**config.mk**
```make
export PLATFORM = sky130hd
export DESIGN_NAME = vec_aggregator
export DESIGN_NICKNAME = d
export VERILOG_FILES = /design/src/rtl/my_pkg.sv /design/src/rtl/vec_aggregator_reg.sv /design/src/rtl/vec_aggregator.sv
export SDC_FILE = /design/constraint.sdc
export NUM_CORES = 1
export LEC_CHECK = 0
export BUFFER_PORTS_ARGS = -buffer_cell sky130_fd_sc_hd__buf_2
export CORE_MARGIN = 3
export CORE_UTILIZATION = 41
export DETAILED_ROUTE_END_ITERATION = 12
export GPL_ROUTABILITY_DRIVEN = 1
export SLEW_MARGIN = 20
export SYNTH_ARGS = -nofsm -noshare
export SYNTH_HDL_FRONTEND = slang
export SYNTH_HIERARCHICAL = 1
export SYNTH_SLANG_ARGS = --single-unit
export TNS_END_PERCENT = 5
```
**constraint.sdc**
```tcl
create_clock -name clk -period 2.7 [get_ports clk]
set_clock_uncertainty 0.05 [all_clocks]
set_input_delay 0.405 -clock clk [delete_from_list [all_inputs] [get_ports clk]]
set_output_delay 0.405 -clock clk [all_outputs]
set_load 0.05 [all_outputs]
```
**src/rtl/my_pkg.sv**
```systemverilog
// Shared widths and FSM encoding for the vector aggregator.
package my_pkg;

  localparam int DATA_WIDTH        = 8;
  localparam int VECTOR_LENGTH     = 128;
  localparam int MAX_NEIGH_DEFAULT = 16;

  // Wide enough that MAX_NEIGH_DEFAULT extreme-valued elements can never overflow.
  localparam int ACC_WIDTH = DATA_WIDTH + $clog2(MAX_NEIGH_DEFAULT) + 1;

  typedef enum logic [1:0] {
    IDLE  = 2'd0,
    ACCUM = 2'd1,
    DONE  = 2'd2
  } state_t;

endpackage

```
**src/rtl/vec_aggregator_reg.sv**
```systemverilog
// Generic write-enabled register with asynchronous active-low clear.
module vec_aggregator_reg #(
  parameter int WIDTH = 1
) (
  input  logic             clk,
  input  logic             arst_n,
  input  logic             we,
  input  logic [WIDTH-1:0] din,
  output logic [WIDTH-1:0] qout
);

  // NOTE: state is updated with <= so every register samples pre-edge values.
  always_ff @(posedge clk or negedge arst_n) begin
    if (!arst_n)  qout <= '0;
    else if (we)  qout <= din;
  end

endmodule

```
**src/rtl/vec_aggregator.sv**
```systemverilog
// Accumulates n_neigh signed vectors element-wise and presents the sums
// with a valid/ready handshake.
module vec_aggregator
  import my_pkg::*;
#(
  parameter int DEPTH     = VECTOR_LENGTH / DATA_WIDTH,
  parameter int MAX_NEIGH = MAX_NEIGH_DEFAULT
) (
  input  logic                           clk,
  input  logic                           arst_n,
  input  logic                           start,
  input  logic [$clog2(MAX_NEIGH):0]     n_neigh,
  input  logic [VECTOR_LENGTH-1:0]       vec_in,
  input  logic                           vec_valid,
  output logic                           vec_ready,
  output logic [DEPTH*ACC_WIDTH-1:0]     sum_out,
  output logic                           out_valid,
  input  logic                           out_ready,
  output logic                           busy
);

  localparam int CW  = $clog2(MAX_NEIGH) + 1;
  localparam int EXT = ACC_WIDTH - DATA_WIDTH;

  logic [1:0]    state_q;
  state_t        state, state_nxt;
  logic [CW-1:0] cnt, cnt_nxt, n_lat, n_clamp;
  logic          cnt_we, n_we;
  logic          clear, accept;

  logic signed [ACC_WIDTH-1:0] acc [DEPTH];
  logic signed [ACC_WIDTH-1:0] ext [DEPTH];

  vec_aggregator_reg #(.WIDTH(2)) u_state (
    .clk(clk), .arst_n(arst_n), .we(1'b1), .din(state_nxt), .qout(state_q)
  );

  vec_aggregator_reg #(.WIDTH(CW)) u_cnt (
    .clk(clk), .arst_n(arst_n), .we(cnt_we), .din(cnt_nxt), .qout(cnt)
  );

  vec_aggregator_reg #(.WIDTH(CW)) u_n_lat (
    .clk(clk), .arst_n(arst_n), .we(n_we), .din(n_clamp), .qout(n_lat)
  );

  assign state   = state_t'(state_q);
  assign n_clamp = (n_neigh > CW'(MAX_NEIGH)) ? CW'(MAX_NEIGH) : n_neigh;

  always_comb begin
    // NOTE: every output gets a default first so no path can infer a latch.
    state_nxt = state;
    cnt_nxt   = cnt;
    cnt_we    = 1'b0;
    n_we      = 1'b0;
    clear     = 1'b0;
    accept    = 1'b0;
    unique case (state)
      IDLE: begin
        if (start) begin
          clear     = 1'b1;
          n_we      = 1'b1;
          cnt_we    = 1'b1;
          cnt_nxt   = '0;
          state_nxt = (n_clamp == '0) ? DONE : ACCUM;
        end
      end
      ACCUM: begin
        if (vec_valid) begin
          accept  = 1'b1;
          cnt_we  = 1'b1;
          cnt_nxt = cnt + CW'(1);
          if (cnt_nxt == n_lat) state_nxt = DONE;
        end
      end
      DONE: begin
        if (out_ready) state_nxt = IDLE;
      end
      default: state_nxt = IDLE;
    endcase
  end

  assign vec_ready = (state == ACCUM);
  assign out_valid = (state == DONE);
  assign busy      = (state != IDLE);

  // Element 0 sits in the MSBs of vec_in.
  always_comb begin
    for (int i = 0; i < DEPTH; i++) begin
      ext[i] = {{EXT{vec_in[VECTOR_LENGTH-1-i*DATA_WIDTH]}},
                vec_in[VECTOR_LENGTH-1-i*DATA_WIDTH -: DATA_WIDTH]};
    end
  end

  // NOTE: the accumulator array is reset because sum_out must read 0 out of reset.
  always_ff @(posedge clk or negedge arst_n) begin
    if (!arst_n) begin
      for (int i = 0; i < DEPTH; i++) acc[i] <= '0;
    end else if (clear) begin
      for (int i = 0; i < DEPTH; i++) acc[i] <= '0;
    end else if (accept) begin
      for (int i = 0; i < DEPTH; i++) acc[i] <= acc[i] + ext[i];
    end
  end

  for (genvar g = 0; g < DEPTH; g++) begin : g_pack
    assign sum_out[(DEPTH-g)*ACC_WIDTH-1 -: ACC_WIDTH] = acc[g];
  end

endmodule
```
==> results of run 1 <==
power by group through the flow:
stage	logic, W	registers [W]	clock network, W
global placement	0.0187	0.00599	0
floorplan	0.0101	0.0104	0
CTS	0.0190	0.00603	0.00421
global route	0.0208	0.00624	0.00433
finish	0.0190	0.00601	0.00408
detailed placement	0.0190	0.00606	0
worst min-delay path by stage:
stage / endpoint / from / depth (start not counted) / slack, ns
detailed placement: sum_out[18]$_DFFE_PN0N_ / arst_n / 1 / 0.38
floorplan: sum_out[0]$_DFFE_PN0N_ / arst_n / 0 / 0.06
CTS: u_n_lat/qout[4]$_DFFE_PN0P_ / n_neigh[4] / 2 / 0.09
finish: u_n_lat/qout[4]$_DFFE_PN0P_ / n_neigh[4] / 2 / 0.13
global route: u_n_lat/qout[4]$_DFFE_PN0P_ / n_neigh[4] / 2 / 0.12
global placement: sum_out[19]$_DFFE_PN0N_ / arst_n / 1 / 0.38
cell families (layout without fill, tap and decap cells):
logic type / Yosys count / in the layout / share of synthesized area (%)
AOI/OAI and AO/OA: 639 / 639 / 26.0
xor gates and xnor gates: 176 / 176 / 9.10
adders and majority gates: 209 / 209 / 16.2
buffers and inverters: 93 / 477 / 2.30
DFF: 220 / 220 / 32.5
muxes: 17 / 17 / 1.09
other: 1 / 5 / 0.0221
and+or+nand+nor: 488 / 488 / 12.8
cell usage in the layout (no fill, tap or decap), types with 22 or more instances in the layout:
| cell | count |
|---|---|
| nor3_1 | 31 |
| o21ai_0 | 194 |
| inv_1 | 38 |
| a211oi_1 | 26 |
| ha_1 | 193 |
| o21ai_1 | 27 |
| nor2_1 | 100 |
| a21o_1 | 110 |
| buf_2 | 347 |
| xnor2_1 | 70 |
| clkbuf_16 | 31 |
| xor2_1 | 106 |
| nand2_1 | 251 |
| o21a_1 | 29 |
| buf_4 | 30 |
| o21bai_1 | 22 |
| a21oi_1 | 128 |
| dfrtp_1 | 219 |
metrics by stage:
stage	utilization (%)	std cells	TNS [ns]	setup slack, ns	hold WS [ns]
CTS	50.9	2753	0	0.0648	0.0925
global placement	48.4	2699	-0.00829	-0.00829	0.381
global route	51.0	2754	-0.0377	-0.0156	0.122
floorplan	-	1844	-0.125	-0.0113	0.0594
detailed placement	48.4	2699	-0.118	-0.0348	0.378
finish	51.0	2756	0	0.110	0.127
state kept, by name, indices dropped and copies added, names as in the netlist:
signal,cells
sum_out,208
u_n_lat/qout,5
u_cnt/qout,5
u_state/qout,2
routing by layer:
metal | up-vias | routed length, um | GRT usage [%] | part of all wire (%)
li1 | 7432 | - | - | -
met1 | 7073 | 21300 | 27.2 | 46
met2 | 315 | 21600 | 34.8 | 46
met3 | 60 | 2760 | 4.64 | 5.9
met4 | 4 | 1120 | 4.97 | 2.4
met5 | - | 27 | 0.556 | 0.058
area by class of cell:
cell class                      count  area [um^2]
Antenna cell                        3         7.51
Clock buffer                       45          928
Clock inverter                      8         90.1
Fill cell                        3841        19700
Inverter                           38          143
Multi-Input combinational cell   1531        11100
Sequential cell                   220         5510
Tap cell                          525          657
Timing Repair Buffer              386         2130
repair_timing:
| item | 4_1_cts | 5_1_grt |
|---|---|---|
| resized for setup | 0 | 8 |
| hold buffers | 1 | 0 |
| setup endpoints to repair | 0 | 18 |
| hold endpoints to repair | 66 | 0 |
==> key figures, run 1 <==
Status
  • Status: complete, no violations

Synth
  • Syn Inst Count: 1843
  • Ys async rst share: 100%
  • Synth top area cells: dfrtp_1 (33%), ha_1 (14%), o21ai_0 (5.8%)
  • Mapped Area: 16900 um^2
  • Area leader, netlist: dfrtp_1
  • Yosys warns: 6
  • Synth cell types: 59
  • Synth top area share: 32.5%
  • Mean post-synth cell area: 9.19 um^2
  • Post-synth top cells: nand2_1 (252), dfrtp_1 (220), o21ai_0 (197)
  • Post-synth EDFFs: 0
  • Sequential element share of the synthesized area: 32.5%
  • Register bit total from synthesis: 220
  • Synth Flop Type: dfrtp_1
  • Top-count cell post-synth: nand2_1

Clocking
  • TritonCTS Sinks: 220
  • Longest Clk Path Bufs: 3
  • H-tree Lvls: 1
  • CTS Buf Count: 30
  • Clock root buffer master: clkbuf_16
  • CTS tree: built
  • # Post-CTS Setup Buffers: 0
  • Clock Pin Slew Worst Setup and Hold Paths: 0.06 ns
  • Clock latency on the worst-skew pair: 0.56 ns

Route
  • Vias post-DR: 14900
  • Vias/cell: 5.40
  • Residual DRC count: 0
  • DRT antenna net count: 0
  • WL per Instance: 17.0 um
  • DRT iter0 DRCs: 670
  • WL final: 46800 um
  • Detailed Routing Iterations Pass 1: 5

Global routing
  • First-pass GRT wire length: 76500 um
  • Largest net degree at the start of global routing: 87
  • Gr usage total: 20.7%
  • Initial antenna violation count: 3
  • Number of global-route vias before repair: 14900
  • GRT overflow: 0

Critical path
  • Worst reg2reg path startpoint: sum_out[91]$_DFFE_PN0N_
  • Crit path capture: sum_out[103]$_DFFE_PN0N_
  • Flop2flop setup slack: 0.11 ns
  • CP startpoint: sum_out[91]$_DFFE_PN0N_
  • Critical path startpoint category: flop
  • CP dominant cell by count: a21o_1
  • CP max stage cell: fa_1
  • Top delay family on crit path: compound AO/OA/AOI/OAI gates
  • CP Data Arrival Time: 2.98 ns
  • Crit-path cells: ha_1, fa_1, a21o_1, a21o_1, a2111oi_4, o311ai_1, xnor2_1, nor3_1, o21bai_1
  • Critical Path End Type: flop
  • Critical path depth in cells: 9
  • WP data required: 3.09 ns
  • Worst Path Buf+Inv: 0
  • Critical path type: reg -> reg
  • CP Max Fanout: 3
  • FF-to-FF End: sum_out[103]$_DFFE_PN0N_
  • Critical Path Max Stage Delay: 0.41 ns
  • FF-to-FF path depth: 9

Power
  • Flop pwr share: 20.7%
  • Gate power share: 65.3%
  • Pint: 0.0138 W
  • Switching pwr: 0.0152 W
  • Power per standard cell area: 1410 nW/um^2
  • Clock network fraction of design power: 14.0%
  • Cell leakage power: 10.3 nW
  • Fraction of power spent switching nets: 52.4%
  • Peak supply drop: 0.733 mV
  • Power, Total: 0.0291 W

Min path
  • Hold Path Class: in -> reg

Finish
  • Share of post-route cells with drive strength above 1: 23.0%
  • Final net count: 2554
  • Area delta synth->final: 21.3%
  • Final instance area: 20500 um^2

Die
  • # IOs: 349
  • Die X: 209 um
  • Die height: 209 um
  • Placement Rows: 73
  • Area of the die: 43800 um^2
  • Core region area: 40300 um^2
  • Starting Density: 42.0%

Timing
  • RSZ-0062 raised after global routing: true
  • Max_slew headroom: 41.5%
  • Peak Freq: 386 MHz
  • Worst slew pin tran: 0.876 ns
  • Slew Limit Fails: 0
  • Endpoints failing setup: 0
  • Final Hold Viols: 0
  • Period utilization: 95.9%
  • Fin crit period: 2.59 ns

Placement
  • Placer congestion estimate: 0.882
  • IO Port Bufs: 348
  • DP Area: 19500 um^2
  • Placed wire-length estimate: 34100 um

Flow run
  • Max_cap viols: 0
Power figures use the tool's default switching activity.
==> run 2, diff against run 1 <==
==> constraint.sdc (replaced) <==
create_clock -name clk -period 2.45 [get_ports clk]
set_clock_uncertainty 0.05 [all_clocks]
set_input_delay 0.3675 -clock clk [delete_from_list [all_inputs] [get_ports clk]]
set_output_delay 0.3675 -clock clk [all_outputs]
set_load 0.05 [all_outputs]
==> key figures, run 2 (synthesis gave the netlist of run 1 again) <==
Timing
  • Slew Limit Fails: 0
  • Endpoints failing setup: 4
  • Setup WS post-layout: -0.0455 ns
  • Worst slew pin tran: 0.601 ns
  • RSZ-0062 raised after global routing: true
  • Final Hold Viols: 0
  • Peak Freq: 401 MHz
  • Period utilization: 102%
  • Fin crit period: 2.50 ns
  • Max_slew headroom: 58.9%

Die
  • Placement Rows: 73
  • # IOs: 349
  • Starting Density: 42.0%
  • Die height: 209 um
  • Area of the die: 43800 um^2
  • Core region area: 40300 um^2
  • Die X: 209 um

Critical path
  • CP Max Fanout: 3
  • FF-to-FF path depth: 9
  • WP data required: 2.85 ns
  • Critical Path Max Stage Delay: 0.42 ns
  • Flop2flop setup slack: -0.05 ns
  • CP Data Arrival Time: 2.89 ns
  • Critical Path End Type: flop
  • FF-to-FF End: sum_out[179]$_DFFE_PN0N_
  • Crit path capture: sum_out[179]$_DFFE_PN0N_
  • Worst reg2reg path startpoint: sum_out[169]$_DFFE_PN0N_
  • Crit-path cells: ha_4, fa_1, a21o_1, a21o_1, a2111oi_4, o21ai_0, a31oi_1, xor2_1, o21ai_0
  • CP startpoint: sum_out[169]$_DFFE_PN0N_
  • Critical path startpoint category: flop
  • Critical path type: reg -> reg
  • CP max stage cell: dfrtp_2

Global routing
  • GRT overflow: 0
  • Number of global-route vias before repair: 15100
  • Largest net degree at the start of global routing: 87
  • First-pass GRT wire length: 78100 um
  • Gr usage total: 21.3%
  • Initial antenna violation count: 4

Power
  • Cell leakage power: 10.6 nW
  • Peak supply drop: 1.07 mV
  • Power per standard cell area: 1560 nW/um^2
  • Power, Total: 0.0332 W

Finish
  • Share of post-route cells with drive strength above 1: 26.5%
  • Final instance area: 21300 um^2
  • Util after Layout: 52.8%
  • Most frequent cells in the layout: buf_2 (347), nand2_1 (251), dfrtp_1 (207)
  • Flip-flop count of the largest register after layout: 208
  • Final net count: 2596
  • Area of the multi-input gates: 11400 um^2
  • Area delta synth->final: 25.6%
  • Filler Cell Count: 3711
  • Most common cell after layout, fill and taps aside: buf_2
  • Sequential Area: 5520 um^2

Route
  • Detailed Routing Iterations Pass 1: 5
  • Residual DRC count: 0
  • DRT antenna net count: 0
  • Vias post-DR: 15200
  • DRT iter0 DRCs: 619
  • WL final: 48300 um
  • Vias/cell: 5.43
  • WL per Instance: 17.2 um

Flow run
  • Max_cap viols: 0

Placement
  • Placed wire-length estimate: 34900 um
  • IO Port Bufs: 348
  • Placer congestion estimate: 0.891
  • DP Area: 20000 um^2

Min path
  • Hold Path Class: in -> reg
  • Hold Path Cell Cnt: 2
  • Worst hold start: n_neigh[4]

Status
  • Failing checks: setup timing
  • Status: finished with violations

Clocking
  • TritonCTS Sinks: 220
  • Clock latency on the worst-skew pair: 0.57 ns
  • Clock Pin Slew Worst Setup and Hold Paths: 0.06 ns
  • CTS tree: built
  • Longest Clk Path Bufs: 3
  • H-tree Lvls: 1
  • CTS Buf Count: 30
  • Clock root buffer master: clkbuf_16
-- run 2: per-stage QoR --
| step | std cells | setup TNS, ns | hold WS [ns] | setup slack, ns |
|---|---|---|---|---|
| floorplan | 1844 | -1.74 | 0.0219 | -0.0796 |
| global placement | 2739 | -0.761 | 0.289 | -0.0503 |
| detailed placement | 2739 | -1.83 | 0.293 | -0.123 |
| CTS | 2797 | -0.141 | 0.0649 | -0.0512 |
| global route | 2800 | -3.37 | 0.0989 | -0.198 |
| finish | 2802 | -0.126 | 0.106 | -0.0455 |
-- run 2: layer usage --
metal  up-vias  track usage, %  share of wire (%)
met5         -               0              0.058
met4         4            5.01                2.6
met3        67            5.66                6.8
met2       341            35.7                 47
met1      7274            27.4                 44
li1       7531               -                  -
-- run 2: how the worst min path moves through the flow --
stage	endpoint	slack, ns
after floorplan	sum_out[0]$_DFFE_PN0N_	0.02
after global placement	sum_out[19]$_DFFE_PN0N_	0.29
after detailed placement	sum_out[19]$_DFFE_PN0N_	0.29
after CTS	u_n_lat/qout[4]$_DFFE_PN0P_	0.06
after global routing	u_n_lat/qout[4]$_DFFE_PN0P_	0.1
final	u_n_lat/qout[4]$_DFFE_PN0P_	0.11
-- run 2: final cells by class --
class                           count  area share [%]
Timing Repair Buffer              428            11.7
Antenna cell                        4          0.0471
Clock inverter                     18            1.05
Clock buffer                       38            4.01
Inverter                           38           0.671
Sequential cell                   220            26.0
Multi-Input combinational cell   1531            53.5
Tap cell                          525            3.09
-- run 2: critical path: cells and delay by family, from the launching register on --
family                   cells  cell delay, ns
adder cells (fa/ha/maj)      2            0.55
flip-flops                   1            0.42
XOR/XNOR                     1            0.17
AO/OA/AOI/OAI                6            1.18
-- run 2: timing repair --
action	in CTS	in global routing
resized for setup	4	28
hold buffers	1	0
buffers inserted	1	1
hold endpoints to repair	51	0
pin swaps	8	30
setup endpoints to repair	12	54
-- run 2: power breakdown --
| part | internal, W | switching, W |
|---|---|---|
| combinational | 0.00775 | 0.0140 |
| clock | 0.00297 | 0.00178 |
| sequential | 0.00527 | 0.00145 |
